File: config.mk
export PLATFORM = sky130hd
export DESIGN_NAME = pattern_seq_ctrl
export DESIGN_NICKNAME = d
export VERILOG_FILES = /design/src/rtl/pattern_seq_pkg.sv /design/src/rtl/pattern_table.sv /design/src/rtl/pattern_seq_ctrl.sv
export SDC_FILE = /design/constraint.sdc
export NUM_CORES = 1
export LEC_CHECK = 0
export ABC_AREA = 1
export BUFFER_PORTS_ARGS = -buffer_cell sky130_fd_sc_hd__buf_2
export CAP_MARGIN = 30
export CORE_AREA = 2 2 60 62
export CTS_BUF_LIST = sky130_fd_sc_hd__clkbuf_4
export DETAILED_ROUTE_END_ITERATION = 7
export DIE_AREA = 0 0 62 64
export HOLD_SLACK_MARGIN = 0.15
export PLACE_DENSITY = 0.84
export RECOVER_POWER = 50
export SLEW_MARGIN = 10
export SYNTH_ARGS = -nofsm -noshare
export SYNTH_HDL_FRONTEND = slang
export SYNTH_SLANG_ARGS = --single-unit
File: constraint.sdc
create_clock -name clk -period 2.45 [get_ports clk]
set_input_delay 0.3675 -clock clk [delete_from_list [all_inputs] [get_ports clk]]
set_output_delay 0.3675 -clock clk [all_outputs]
set_load 0.01 [all_outputs]
File: src/rtl/pattern_seq_pkg.sv
// pattern_seq_pkg: state encoding and default pattern table for pattern_seq_ctrl
package pattern_seq_pkg;
    typedef enum logic [1:0] {IDLE, RUN, PAUSE, DONE} state_t;
    localparam int DEF_TAB [4] = '{0, 2, 5, 7};
    function automatic int def_entry(input int i);
        return (i < 4) ? DEF_TAB[i[1:0]] : 0;
    endfunction
endpackage

File: src/rtl/pattern_table.sv
// pattern_table: pattern storage with reset defaults, synchronous write, asynchronous read
module pattern_table
    import pattern_seq_pkg::*;
#(
    parameter int W = 3,
    parameter int DEPTH = 4,
    localparam int AW = $clog2(DEPTH)
) (
    input  logic          clk,
    input  logic          rst,
    input  logic          we,
    input  logic [AW-1:0] waddr,
    input  logic [W-1:0]  wdata,
    input  logic [AW-1:0] raddr,
    output logic [W-1:0]  rdata
);
    logic [W-1:0] mem [DEPTH];

    always_ff @(posedge clk) begin
        if (rst) begin
            for (int i = 0; i < DEPTH; i++) mem[i] <= W'(def_entry(i));
        end else if (we) begin
            mem[waddr] <= wdata;
        end
    end

    assign rdata = mem[raddr];
endmodule

File: src/rtl/pattern_seq_ctrl.sv
// pattern_seq_ctrl: plays table entries 0..len repeatedly for rep passes with pause/abort control
module pattern_seq_ctrl
    import pattern_seq_pkg::*;
#(
    parameter int W = 3,
    parameter int DEPTH = 4,
    parameter int REPW = 4,
    localparam int AW = $clog2(DEPTH)
) (
    input  logic            clk,
    input  logic            rst,
    input  logic            cfg_we,
    input  logic [AW-1:0]   cfg_addr,
    input  logic [W-1:0]    cfg_data,
    input  logic [AW-1:0]   len,
    input  logic [REPW-1:0] rep,
    input  logic            start,
    input  logic            pause,
    input  logic            abort,
    output logic [W-1:0]    count,
    output logic            count_vld,
    output logic            busy,
    output logic            done,
    output logic [REPW-1:0] iter
);
    state_t st, st_n;
    logic [AW-1:0] idx, idx_n, len_q;
    logic [REPW-1:0] rep_q, iter_n, iter_inc;
    logic [W-1:0] rdata, count_n;
    logic vld_n, busy_n, done_n, go, adv, wrap, fin;

    assign go = st == IDLE && start && !abort;
    assign adv = (st == RUN || st == PAUSE) && !pause && !abort;
    assign wrap = idx == len_q;
    assign iter_inc = iter + REPW'(1);
    assign fin = wrap && rep_q != '0 && iter_inc == rep_q;
    // the table is read at the next index so count is registered alongside it
    assign idx_n = (go || (adv && wrap)) ? '0 : adv ? idx + AW'(1) : idx;

    pattern_table #(.W(W), .DEPTH(DEPTH)) u_tab (
        .clk  (clk),
        .rst  (rst),
        .we   (cfg_we && (st == IDLE || st == DONE)),
        .waddr(cfg_addr),
        .wdata(cfg_data),
        .raddr(idx_n),
        .rdata(rdata)
    );

    always_comb begin
        st_n = st;
        count_n = count;
        vld_n = 1'b0;
        done_n = 1'b0;
        iter_n = iter;
        if (abort) begin
            st_n = IDLE;
            count_n = '0;
        end else begin
            case (st)
                IDLE: if (start) begin
                    st_n = RUN;
                    count_n = rdata;
                    vld_n = 1'b1;
                    iter_n = '0;
                end
                RUN, PAUSE: if (pause) begin
                    st_n = PAUSE;
                end else if (fin) begin
                    st_n = DONE;
                    done_n = 1'b1;
                    iter_n = iter_inc;
                end else begin
                    st_n = RUN;
                    count_n = rdata;
                    vld_n = 1'b1;
                    iter_n = wrap ? iter_inc : iter;
                end
                default: st_n = IDLE;
            endcase
        end
        busy_n = st_n == RUN || st_n == PAUSE;
    end

    always_ff @(posedge clk) begin
        if (rst) begin
            st <= IDLE;
            idx <= '0;
            len_q <= '0;
            rep_q <= '0;
            count <= '0;
            count_vld <= 1'b0;
            busy <= 1'b0;
            done <= 1'b0;
            iter <= '0;
        end else begin
            st <= st_n;
            idx <= idx_n;
            count <= count_n;
            count_vld <= vld_n;
            busy <= busy_n;
            done <= done_n;
            iter <= iter_n;
            if (go) begin
                len_q <= len;
                rep_q <= rep;
            end
        end
    end
endmodule

==> metrics, run 1 <==
outcome=complete, no violations; portion of total power attributed to combinational logic=16.8%; number of max-cap violations=0; total clock buffers created by CTS=5; met2 wire len=1570 microns; Finished Cell Area=roughly 1900 sq um; Clock Pin Slew Worst Setup and Hold Paths=about 0.10 ns; number of core rows=21; antenna-violating nets left=0; Worst R2R Setup Slack=about 0.32 ns; worst slew margin relative to its limit=64.1%; total number of H-tree levels=2; final clock period utilization by the worst path=86.9%; critical path peak fanout=9; hold_buf cts=0; r2r endpoint=u_tab.mem[3][1]; FF-to-FF path depth=8; cell depth of the worst min-delay path=2; sequential share of power=a little under three fifths; startpoint class of the critical path=flip-flop; endpoint arrival time on the critical path=between 2 and 2.5 ns; Power per Cell Area=approximately 550 nW/um^2; cell area after placement=slightly below 2000 sq um; final-report setup violation count=0; Detailed Place HPWL=around 2700 microns; via count of the first global-routing pass=between 1000 and 1500; element type at the critical path end=flip-flop; Via-to-Cell Ratio=approximately 4.8; total DRC errors in the routed layout=0; maximum clock frequency=about 470 MHz; cells resized by post-CTS repair=0; post-detailed-route wirelength per cell=around 11 microns; Final Slew Violations=0; startpoint of the tightest hold check path=rst; Least-Margin Pin Slew=0.535 ns; Fin Setup TNS=0 ns; mean instance size in the synthesized netlist=between 7 and 8 sq um; Net Sw Frac=between 20 and 30%; Cell variety after synth=26; count of routing violations after the opening detailed-route iteration=46; peak supply drop=between 300 and 400 uV; filler instances=between 300 and 400; fin crit period=around 2.1 ns; gr ovfl total=0; net total in the final layout=~300; required time reported for the critical path endpoint=2.42 ns; Longest Clk Path Bufs=2; overall routed net length=~3400 microns; wire length the detailed router placed on met1=between 1500 and 2000 microns; Setup Fix Bufs, Post-CTS=0; area of the core=3280 sq um; clock insertion delay at the later pin of the skew report=around 0.34 ns; area occupied by multi-input gates=about 750 sq um; library cell used as clock root buffer=clkbuf_4; maximum number of pins on one net before global-route repair=18; number of hold violations in the final report=0; Net Switching=0.301 mW; share of cells above drive strength 1=13.2%; top cell type's share of synthesized area=a little under a quarter; starting density of the core=53.4%; buffers added on ports=26; initial antenna violation count=0; first-pass iteration count of the detailed router=4; area of the mapped netlist=roughly 1800 sq um; unrepaired setup endpoints after global routing=false; Yosys Warn Count=0; Die ar.=approximately 4000 sq um; number of instances in the synthesized netlist=about 240; first-pass GRT wire length=5980 microns; total area of sequential cells=761 sq um; final worst clock skew=between 0.01 and 0.015 ns; power share of the clock group=a little over a quarter; P_int=0.757 mW; floorplan die width=a little over 60 microns; static leakage=just over 0.9 nW; Die Y=about 64 microns; layout overhead on the synthesized area=9.21%; total number of vias=between 1500 and 2000; Min-Delay Path Class=primary input to flip-flop; Post-Syn Nets=261; met3 routed WL=just over 200 microns; global router's overall resource usage=20.0%; clock sink count=32; WS Path Type=flip-flop to flip-flop; ranking of synthesized cells by area=dfxtp_1 23%, edfxtp_1 21%, nand2_1 15%; CTS tree=built; worst min-delay path endpoint=iter[1]; number of storage elements in the synthesis netlist=32; Final GP Congestion=slightly below 0.9; final antenna diode count=0; share of the yosys chip area belonging to registers=43.4%; library cell occupying the most area in the post-synthesis netlist=dfxtp_1; launch instance of the worst register-to-register path=st[0]; top layer in use=met4; IO Pins=27
==> metal layers <==
metal	global-route usage, %	up-vias
li1	-	823
met1	24.7	666
met2	31.8	43
met3	6.48	10
met4	7.45	0
met5	0	-
==> cell families (layout without fill, tap and decap cells) <==
kind of cell	count (synthesis)	in the layout	share of synthesized area (%)
DFF	32	32	43.4
buffers and inverters	47	79	10.3
adders and majority gates	3	3	2.14
and+or+nand+nor	132	132	36.0
AOI/OAI and AO/OA	27	27	8.14
==> power groups by stage <==
stage | clock, mW | combinational, mW | sequential [mW]
2_1_floorplan | 0 | 0.134 | 0.609
3_3_place_gp | 0 | 0.187 | 0.606
3_5_place_dp | 0 | 0.192 | 0.608
4_1_cts | 0.292 | 0.193 | 0.595
5_1_grt | 0.323 | 0.204 | 0.600
6_report | 0.285 | 0.178 | 0.596
==> state kept, by name, summed over array words and instances (netlist names) <==
register   flops
rep_q          4
count_vld      1
idx            2
len_q          2
st             2
count          3
iter           4
done           1
busy           1
u_tab.mem     12
==> Yosys cell counts, drive strengths merged <==
master   n
a21oi   14
nand2   75
dfxtp   20
inv     44
or2      1
a211oi   2
nor2    32
edfxtp  12
buf      2
nand3   14
clkbuf   1
and2     1
nand4    7
ha       3
o211ai   1
o21ai   10
nor3     2
==> per-stage QoR <==
stage | utilization (%) | std cells | hold WS (ns) | setup WS (ns) | power [mW]
6_report | 58.3 | 319 | 0.292 | 0.321 | 1.06
5_1_grt | 58.3 | 319 | 0.277 | 0.112 | 1.13
4_1_cts | 60.4 | 319 | 0.296 | 0.245 | 1.08
3_5_place_dp | 58.8 | 311 | 0.462 | 0.264 | 0.800
3_3_place_gp | 58.8 | 311 | 0.452 | 0.452 | 0.793
2_1_floorplan | - | 241 | 0.437 | 0.649 | 0.744
==> placed cells by master, fill, tap and decap left out <==
cell type / Yosys / layout
nand3_4: 2 / 1
ha_1: 3 / 3
nand3_1: 12 / 13
nand2_4: 1 / 1
o21ai_0: 9 / 10
edfxtp_1: 12 / 12
buf_4: 1 / 1
dfxtp_1: 20 / 20
and2_1: 1 / 1
nand4_1: 5 / 7
clkbuf_4: 0 / 6
inv_1: 38 / 38
a211oi_1: 2 / 2
buf_2: 1 / 16
nand2_2: 4 / 2
nor2_1: 28 / 30
o211ai_1: 1 / 1
clkbuf_1: 1 / 10
clkinv_1: 0 / 2
nor3_1: 2 / 2
nand2_1: 70 / 72
or2_2: 1 / 1
a21oi_1: 14 / 14
nor2_2: 2 / 1
inv_2: 6 / 6
nor2_4: 2 / 1
==> worst max-delay path, cell delays in order, from the launching register on <==
cell	delay [ns]
dfxtp_1	0.36
inv_1	0.05
ha_1	0.43
inv_2	0.10
nand2_1	0.09
nor2_1	0.08
inv_1	0.10
nor2_1	0.07
a211oi_1	0.48
==> area by class of cell <==
class	instances	share of cell area, %
repair buffers	27	6.54
well taps	46	3.01
multi-input cells	162	39.3
flip-flops and latches	32	39.7
inverters	44	8.63
clock buffers	6	2.35
clock inverters	2	0.392
==> worst max-delay path by stage <==
stage,startpoint,to,slack (ns),depth (start not counted)
2_1_floorplan,st[0],u_tab.mem[3][0],0.65,9
3_3_place_gp,st[0],u_tab.mem[3][0],0.45,8
3_5_place_dp,st[0],u_tab.mem[3][1],0.26,8
4_1_cts,st[0],u_tab.mem[3][1],0.24,8
5_1_grt,st[0],count[0],0.11,10
6_report,st[0],u_tab.mem[3][1],0.32,8
Power figures use the tool's default switching activity.
==> inputs of run 2 (changes only) <==
- CORE_AREA: 2 2 60 62 -> 2 2 80 82
- CTS_CLUSTER_SIZE: default -> 30
- DIE_AREA: 0 0 62 64 -> 0 0 82 84
- PLACE_DENSITY: 0.84 -> 0.56
==> run 2 against run 1 <==
Compared with the run above: final cell count grew 10%; clock skew fell by 0.0055 ns; sequential share of layout area fell by 1.6 points; wire length grew 8.0%; core utilization fell by 26 points; die area grew 74%; sequential cell count did not move; via count shrank 0.97%; register-to-register slack better by 0.09 ns; highest routed layer unchanged.
==> metrics, run 2 (synthesized netlist as in run 1, its figures left out) <==
net total in the final layout=293; post-detailed-route wirelength per cell=10.6 microns; Final GP Congestion=0.822; total clock buffers created by CTS=5; Fin Setup TNS=0 ns; endpoint of the worst setup timing path=u_tab.mem[0][1]; maximum clock frequency=slightly below 500 MHz; critical path peak fanout=4; Power per Cell Area=about 550 nW/um^2; global router's overall resource usage=~12%; final-layout worst hold slack=between 0.2 and 0.3 ns; cell area after placement=1980 sq um; Final Slew Violations=0; CTS tree=built; post-route non-filler standard cell count=between 300 and 400; fraction of the core area covered by cells at the end of the flow=roughly a third; r2r endpoint=u_tab.mem[0][1]; Via-to-Cell Ratio=around 4.4; IO Pins=27; routing usage on met3=2.92%; area of the core=between 6000 and 7000 sq um; maximum number of pins on one net before global-route repair=18; crit path setup slack, layout=0.409 ns; floorplan die width=between 80 and 90 microns; Die ar.=between 6000 and 7000 sq um; total number of H-tree levels=2; area occupied by multi-input gates=781 sq um; count of routing violations after the opening detailed-route iteration=between 60 and 70; routing usage on met2=around a fifth; DP Worst Slack=approximately 0.60 ns; registers with the most flip-flops=u_tab.mem: 12 flops, iter: 4 flops, rep_q: 4 flops; launch instance of the worst register-to-register path=st[0]; final-report setup violation count=0; fin crit period=about 2.0 ns; total DRC errors in the routed layout=0; Finished Cell Area=2000 sq um; Longest Clk Path Bufs=2; number of cells in the design after placement=between 300 and 400; initial antenna violation count=0; worst slew margin relative to its limit=around 70%; Clock Pin Slew Worst Setup and Hold Paths=between 0.1 and 0.15 ns; first-pass GRT wire length=between 6000 and 7000 microns; clock insertion delay at the later pin of the skew report=roughly 0.34 ns; Die Y=about 84 microns; Worst R2R Setup Slack=0.41 ns; layout overhead on the synthesized area=13.9%; peak supply drop=around 140 uV; Detailed Place HPWL=2890 microns; cells resized by post-CTS repair=0; critical path startpoint=st[0]; total power consumption of the routed design=around 1.1 mW; Least-Margin Pin Slew=around 0.44 ns; starting density of the core=between 20 and 30%; total area of sequential cells=around 760 sq um; startpoint of the tightest hold check path=rep[3]; clock sink count=32; unrepaired setup endpoints after global routing=false; number of core rows=29; share of cells above drive strength 1=14.2%; most common cell after layout, fill and taps aside=nand2_1; buffers added on ports=26; max FFs per register=12; number of hold violations in the final report=0; via count of the first global-routing pass=roughly 1500; gr ovfl total=0; FF-to-FF path depth=9; antenna-violating nets left=0; number of max-cap violations=0; final antenna diode count=0; Min-Delay Path Class=primary input to flip-flop; WS Path Type=flip-flop to flip-flop; total number of vias=around 1500; hold_buf cts=0; final clock period utilization by the worst path=a little over four fifths; Most Crowded Layer GR=met2; register name with the most flops=u_tab.mem; static leakage=0.929 nW; filler instances=~710; outcome=complete, no violations; endpoint arrival time on the critical path=2.10 ns; startpoint class of the critical path=flip-flop; library cell used as clock root buffer=clkbuf_4; GRT met1 Usage=approximately 16%; first-pass iteration count of the detailed router=4; required time reported for the critical path endpoint=2.51 ns; final worst clock skew=0.00793 ns; most used cells in the layout excluding fill and tap cells=71 x nand2_1, 40 x inv_1, 31 x nor2_1, 20 x dfxtp_1, 16 x buf_2; element type at the critical path end=flip-flop; Setup Fix Bufs, Post-CTS=0; overall routed net length=roughly 3700 microns
-- run 2: critical path: stages (launching register included) --
cell and delay (ns):
dfxtp_1 0.37, inv_1 0.06, ha_1 0.30, inv_1 0.16
nand2_1 0.10, nor2_1 0.20, inv_1 0.08, nor2_1 0.21
nand2_1 0.14, nand2_1 0.14
-- run 2: worst min-delay path by stage --
stage | depth (start not counted) | to | slack, ns
2_1_floorplan | 1 | iter[1] | 0.44
3_3_place_gp | 2 | rep_q[0] | 0.46
3_5_place_dp | 2 | rep_q[0] | 0.47
4_1_cts | 3 | rep_q[0] | 0.29
5_1_grt | 2 | iter[1] | 0.29
6_report | 3 | rep_q[3] | 0.29
-- run 2: power by group --
group          switching [mW]  internal [mW]
sequential             0.0157          0.580
combinational           0.119         0.0626
clock                   0.201          0.113
-- run 2: area by class of cell --
cell class	instances	share of cell area, %
clock inverter	3	1.19
clock buffer	5	1.88
inverter	44	8.27
timing repair buffer	28	6.64
tap	77	4.82
multi-input combinational	162	39.1
sequential	32	38.1
-- run 2: metal layers --
metal  vias to the layer above  wire length (microns)
met4                         0                     72
met3                         6                    174
met5                         -                      0
li1                        823                      -
met1                       661                   1770
met2                        37                   1700
